**config.mk**
```make
export PLATFORM = sky130hd
export DESIGN_NAME = time_counter
export DESIGN_NICKNAME = d
export VERILOG_FILES = /design/src/rtl/clock_pkg.sv /design/src/rtl/bcd_digit_counter.sv /design/src/rtl/time_counter.sv
export SDC_FILE = /design/constraint.sdc
export NUM_CORES = 1
export LEC_CHECK = 0
export CELL_PAD_IN_SITES_DETAIL_PLACEMENT = 1
export CELL_PAD_IN_SITES_GLOBAL_PLACEMENT = 2
export CORE_UTILIZATION = 29
export CTS_BUF_LIST = sky130_fd_sc_hd__clkbuf_16
export DETAILED_ROUTE_END_ITERATION = 8
export MAX_ROUTING_LAYER = met4
export PLACE_DENSITY = 0.8
export RECOVER_POWER = 100
export SLEW_MARGIN = 20
export SYNTH_ARGS = -nofsm -noshare
export SYNTH_HDL_FRONTEND = slang
export SYNTH_HIERARCHICAL = 1
export SYNTH_SLANG_ARGS = --single-unit
```
**constraint.sdc**
```tcl
create_clock -name clk -period 4.9 [get_ports clk]
set_clock_uncertainty 0.15 [all_clocks]
set_input_delay 0.735 -clock clk [delete_from_list [all_inputs] [get_ports clk]]
set_output_delay 0.735 -clock clk [all_outputs]
set_load 0.005 [all_outputs]
```
**src/rtl/clock_pkg.sv**
```systemverilog
// Shared types and constants for the digital clock: FSM state encoding,
// BCD digit limits and digit widths.
package clock_pkg;

    typedef enum logic {
        RUN = 1'b0,
        SET = 1'b1
    } state_t;

    localparam int HOUR_TENS_W = 2;
    localparam int DIGIT_W     = 4;

    localparam logic [3:0] SEC_TENS_MAX        = 4'd5;
    localparam logic [3:0] UNITS_MAX           = 4'd9;
    localparam logic [1:0] HOUR_MAX_TENS       = 2'd2;
    localparam logic [3:0] HOUR_MAX_UNITS_AT_2 = 4'd3;

endpackage

```
**src/rtl/bcd_digit_counter.sv**
```systemverilog
// Single BCD digit with synchronous load and wrap at MAX; carry_out is the
// combinational increment request for the next more significant digit.
module bcd_digit_counter #(
    parameter int           W   = 4,
    parameter logic [W-1:0] MAX = W'(9)
) (
    input  logic         clk,
    input  logic         reset,
    input  logic         inc,
    input  logic         load,
    input  logic [W-1:0] load_val,
    output logic [W-1:0] q,
    output logic         carry_out
);

    assign carry_out = inc && (q == MAX);

    always_ff @(posedge clk or posedge reset) begin
        if (reset) begin
            q <= '0;
        end else if (load) begin
            q <= load_val;
        end else if (inc) begin
            q <= (q == MAX) ? '0 : q + W'(1);
        end
    end

endmodule

```
**src/rtl/time_counter.sv**
```systemverilog
// Time-of-day counter: tracks set digits while set_mode is high, then counts
// seconds from a prescaled 1 Hz tick and flags the midnight rollover.
module time_counter
    import clock_pkg::*;
#(
    parameter int CLK_HZ = 50_000_000,
    parameter int PRE_W  = 26
) (
    input  logic                   clk,
    input  logic                   reset,
    input  logic                   set_mode,
    input  logic [HOUR_TENS_W-1:0] set_h1,
    input  logic [DIGIT_W-1:0]     set_h2,
    input  logic [DIGIT_W-1:0]     set_m1,
    input  logic [DIGIT_W-1:0]     set_m2,
    input  logic [DIGIT_W-1:0]     set_s1,
    input  logic [DIGIT_W-1:0]     set_s2,
    output logic [HOUR_TENS_W-1:0] hour1,
    output logic [DIGIT_W-1:0]     hour2,
    output logic [DIGIT_W-1:0]     min1,
    output logic [DIGIT_W-1:0]     min2,
    output logic [DIGIT_W-1:0]     sec1,
    output logic [DIGIT_W-1:0]     sec2,
    output logic                   tick_1hz,
    output logic                   midnight
);

    state_t           state, state_next;
    logic             set_mode_q;
    logic             load;
    logic [PRE_W-1:0] prescaler;
    logic             pre_wrap, tick, at_midnight;
    logic             s2_carry, s1_carry, m2_carry, m1_carry;
    logic [7:0]       sec_load, min_load;
    logic [5:0]       hour_load;

    // An out-of-range field collapses to zero rather than loading garbage.
    function automatic logic [7:0] sanitise_ms(input logic [3:0] tens, input logic [3:0] units);
        if (tens > SEC_TENS_MAX || units > UNITS_MAX)
            return 8'h00;
        return {tens, units};
    endfunction

    function automatic logic [5:0] sanitise_hours(input logic [1:0] tens, input logic [3:0] units);
        if (tens > HOUR_MAX_TENS || units > UNITS_MAX ||
            (tens == HOUR_MAX_TENS && units > HOUR_MAX_UNITS_AT_2))
            return 6'h00;
        return {tens, units};
    endfunction

    assign sec_load  = sanitise_ms(set_s1, set_s2);
    assign min_load  = sanitise_ms(set_m1, set_m2);
    assign hour_load = sanitise_hours(set_h1, set_h2);

    always_ff @(posedge clk or posedge reset) begin
        if (reset) begin
            state      <= RUN;
            set_mode_q <= 1'b0;
        end else begin
            state      <= state_next;
            set_mode_q <= set_mode;
        end
    end

    // SET keeps loading through the cycle where set_mode falls, committing the final value.
    always_comb begin
        state_next = state;
        load       = 1'b0;
        case (state)
            RUN: begin
                load = set_mode;
                if (set_mode) state_next = SET;
            end
            SET: begin
                load = 1'b1;
                if (!set_mode && set_mode_q) state_next = RUN;
            end
            default: state_next = RUN;
        endcase
    end

    assign pre_wrap = (prescaler == PRE_W'(CLK_HZ - 1));
    assign tick     = pre_wrap && !load;

    always_ff @(posedge clk or posedge reset) begin
        if (reset) begin
            prescaler <= '0;
        end else if (load || pre_wrap) begin
            prescaler <= '0;
        end else begin
            prescaler <= prescaler + PRE_W'(1);
        end
    end

    bcd_digit_counter #(.W(DIGIT_W), .MAX(UNITS_MAX)) u_s2 (
        .clk(clk), .reset(reset), .inc(tick), .load(load),
        .load_val(sec_load[3:0]), .q(sec2), .carry_out(s2_carry)
    );
    bcd_digit_counter #(.W(DIGIT_W), .MAX(SEC_TENS_MAX)) u_s1 (
        .clk(clk), .reset(reset), .inc(s2_carry), .load(load),
        .load_val(sec_load[7:4]), .q(sec1), .carry_out(s1_carry)
    );
    bcd_digit_counter #(.W(DIGIT_W), .MAX(UNITS_MAX)) u_m2 (
        .clk(clk), .reset(reset), .inc(s1_carry), .load(load),
        .load_val(min_load[3:0]), .q(min2), .carry_out(m2_carry)
    );
    bcd_digit_counter #(.W(DIGIT_W), .MAX(SEC_TENS_MAX)) u_m1 (
        .clk(clk), .reset(reset), .inc(m2_carry), .load(load),
        .load_val(min_load[7:4]), .q(min1), .carry_out(m1_carry)
    );

    // Hours are a joint two-digit counter because units wrap at 3 only when tens is 2.
    always_ff @(posedge clk or posedge reset) begin
        if (reset) begin
            hour1 <= '0;
            hour2 <= '0;
        end else if (load) begin
            hour1 <= hour_load[5:4];
            hour2 <= hour_load[3:0];
        end else if (m1_carry) begin
            if (hour1 == HOUR_MAX_TENS && hour2 == HOUR_MAX_UNITS_AT_2) begin
                hour1 <= '0;
                hour2 <= '0;
            end else if (hour2 == UNITS_MAX) begin
                hour1 <= hour1 + 2'd1;
                hour2 <= '0;
            end else begin
                hour2 <= hour2 + 4'd1;
            end
        end
    end

    assign at_midnight = (hour1 == HOUR_MAX_TENS) && (hour2 == HOUR_MAX_UNITS_AT_2) &&
                         (min1 == SEC_TENS_MAX) && (min2 == UNITS_MAX) &&
                         (sec1 == SEC_TENS_MAX) && (sec2 == UNITS_MAX);

    always_ff @(posedge clk or posedge reset) begin
        if (reset) begin
            tick_1hz <= 1'b0;
            midnight <= 1'b0;
        end else begin
            tick_1hz <= tick;
            midnight <= tick && at_midnight;
        end
    end

endmodule

```
==> impl_results.md, run 1 <==
- Nature of the critical path endpoint: register
- Fin nets: 409
- Diode count: 0
- Asr flop ratio synth: 100%
- Crit path cell chain: and4_1 > nand4_4 > or4_4 > nor2_1 > nand2_2 > nor3b_1 > nand2_2 > nor3b_1 > buf_4 > nand2_1 > nor3b_1 > buf_4 > nand2_2 > nor3b_1 > buf_4 > nand2_1 > o311a_1 > a21oi_1 > o21ai_0
- Placed Cells: 507
- First-pass GRT wire length: 13.7 mm
- Final TNS setup: 0 ns
- Post-synthesis cell count: 329
- Fin. max-slew vios: 97
- Number of buffers added on ports: 48
- Max frequency: 226 MHz
- Largest net degree at the start of global routing: 37
- Leak: 1.52 nW
- Clock root cell: clkbuf_16
- Share of synthesized cell area in and, or, nand and nor gates: 29.1%
- Crit-path max cell delay: between 0.5 and 0.6 ns
- Worst path required time: 4.87 ns
- Clock Path Buffers: 2
- Startpoint Class: register
- DR iter-0 viols: between 50 and 60
- Top_reg_cell synth: dfrtp_1
- Average wire per standard cell: roughly 15 microns
- ANT nets after route: 0
- YS warnings: 6
- Post-synth top area share: about 44%
- #FFs+latches synth: 52
- Area delta synth->final: 26.8%
- Die X-Extent: 104 microns
- RSZ-0062 raised after global routing: no
- Clock slew at reported path FFs: 0.08 ns
- Post-CTS setup buffer count: 0
- Hpwl dp: 5.76 mm
- Clock network latency to the later pin of the worst-skew pair: around 0.3 ns
- Post_cts resized: 0
- Synth area leaders: dfrtp_1, o21ai_0, xor2_1
- Max-slew headroom: -102%
- Commonest cells after routing, fill and taps aside: dfrtp_1, o21ai_0, dlygate4sd3_1, nor2_1, clkdlybuf4s50_1
- Vias in the first global route: between 2000 and 3000
- Total number of vias: 2628
- Max Cap Viol: 3
- Minimum clock period: 4.42 ns
- Maximum vdd drop: approximately 0.00014 V
- Final WL: 7.89 mm
- Final hold vios: 0
- Starting Density: 30.3%
- Seq/Total Area, Yosys: 43.6%
- Post-synthesis compound-gate area fraction: between 10% and 20%
- Largest family of logic cells by synthesized area: simple AND/OR/NAND/NOR gates
- Placed cell areas: 3660 sq um
- Num CTS Buffers: 5
- Floorplan row count: 36
- Layout fillers: approximately 1200
- Pwr Total: 0.989 mW
- Syn Std Cell Area: ~3000 sq um
- Final period util: 90.2%
- Post-Synth Adder-Cell Area: 1.26%
- Worst-path fanout max: 9
- Worst Hold Class: register to register
- Most frequent CP cell: nor3b_1
- Die area: 10700 sq um
- Commonest non-fill, non-tap cell in the layout: dfrtp_1
- CTS tree: built
- CTS Sinks: 52
- DRC: 0
- H-tree levels: 2
- RD Place Congestion: about 0.79
- Post-synth EDFFs: 0
- Total grt overflow: 0
- Slowest CP cell: or4_4
- Failing checks: max-capacitance violations, max-slew violations
- Status: finished with violations
- Final count of negative-setup-slack endpoints: 0
- Layout Cells excl Fill: 515
- Initial antenna violation count: 0
- Share of layout cells above drive strength 1: 5.24%
- # IOs: 49
- Yosys cell types: just over 50
- Mux cell area share after synthesis: 0%
- Synth Area per Inst: 9.08 sq um
- Data arrival, critical path: 4.39 ns
- Die Y: 104 microns
- TritonRoute pass-1 iters: 4
- Post-route cell area: 3790 sq um
- CP Class: register to register
- Pwr Density: 261 nW/um^2
- Drt via density: 5.10
- Core area: 9860 sq um
- Xor/xnor cell area share of the yosys netlist: 6.16%
- Post-synth top area cell: dfrtp_1
- # hold bufs at CTS: 0
- Worst Tran Pin Value: 3.01 ns
- All-Layer GR Usage: 16.1%
==> sequential cells by signal, summed over array words and instances, names as in the netlist <==
signal / cells
hour1: 2
hour2: 4
midnight: 1
prescaler: 26
set_mode_q: 1
state: 1
tick_1hz: 1
u_m1/q: 4
u_m2/q: 4
u_s1/q: 4
u_s2/q: 4
==> synth_stat cells (6+ instances only) <==
| library cell | instances |
|---|---|
| dfrtp_1 | 52 |
| o21ai_0 | 26 |
| nor2_1 | 23 |
| a21oi_1 | 20 |
| and2_1 | 18 |
| nand2_1 | 17 |
| inv_1 | 16 |
| nand3_1 | 14 |
| xor2_1 | 14 |
| nand4_1 | 12 |
| or3_1 | 11 |
| nor2b_1 | 10 |
| clkbuf_1 | 9 |
| a31oi_1 | 7 |
| xnor2_1 | 7 |
| o31ai_1 | 6 |
| or4_1 | 6 |
==> critical path, delay by kind of cell (launching register included) <==
kind | cells | cell delay, ns
compound gates | 3 | 0.49
buf+inv | 3 | 0.51
flops | 1 | 0.41
simple gates | 13 | 2.68
==> cells by family after synthesis <==
logic type / count (synthesis)
adders and majority gates: 3
AOI/OAI and AO/OA: 79
xor gates and xnor gates: 21
buffers and inverters: 28
and+or+nand+nor: 145
other: 1
DFF: 52
==> power breakdown <==
group          switching [mW]  internal (mW)
combinational          0.0506         0.0591
sequential             0.0246          0.443
clock                   0.168          0.243
==> path summary, 6_finish.rpt <==
check                                              end  slack, ns  cells after the start              startpoint
worst min register to register  prescaler[0]$_DFF_PP0_       0.32                      1  prescaler[0]$_DFF_PP0_
worst max-delay path              hour1[1]$_DFFE_PP0P_       0.48                     19  prescaler[2]$_DFF_PP0_
max in group asynchronous           tick_1hz$_DFF_PP0_       1.86                      3                   reset
worst min-delay path            prescaler[0]$_DFF_PP0_       0.32                      1  prescaler[0]$_DFF_PP0_
worst max register to register    hour1[1]$_DFFE_PP0P_       0.48                     19  prescaler[2]$_DFF_PP0_
min in group asynchronous        u_m1/q[3]$_DFFE_PP0P_       0.75                      2                   reset
==> layer usage <==
metal	GRT usage, %	vias up	part of all wire [%]
met5	-	-	0
met4	4.14	0	0.82
met2	25.7	29	49
met3	2.27	5	2.1
li1	-	1286	-
met1	21.4	1308	48
==> stage by stage <==
step           setup slack (ns)  hold slack, ns  utilization [%]
2_1_floorplan            0.0501           0.274                -
3_3_place_gp              0.626           0.296             37.1
3_5_place_dp              0.481           0.308             37.1
4_1_cts                   0.450           0.319             38.8
5_1_grt                  0.0983           0.340             38.4
6_report                  0.478           0.316             38.4
==> cell type report <==
type	count	area, sq um	share of cell area (%)
clock inverter	3	46.3	1.22
inverter	16	60.1	1.58
sequential	52	1300	34.3
tap	133	166	4.39
clock buffer	5	125	3.30
timing repair buffer	56	526	13.9
multi-input combinational	250	1570	41.3
Power figures use the tool's default switching activity.
==> inputs of run 2 (changes only) <==
HOLD_SLACK_MARGIN = 0.12   (was unset)
==> results of run 2 <==
Same layout as run 1: the final DEF is identical, and so are final timing and power.
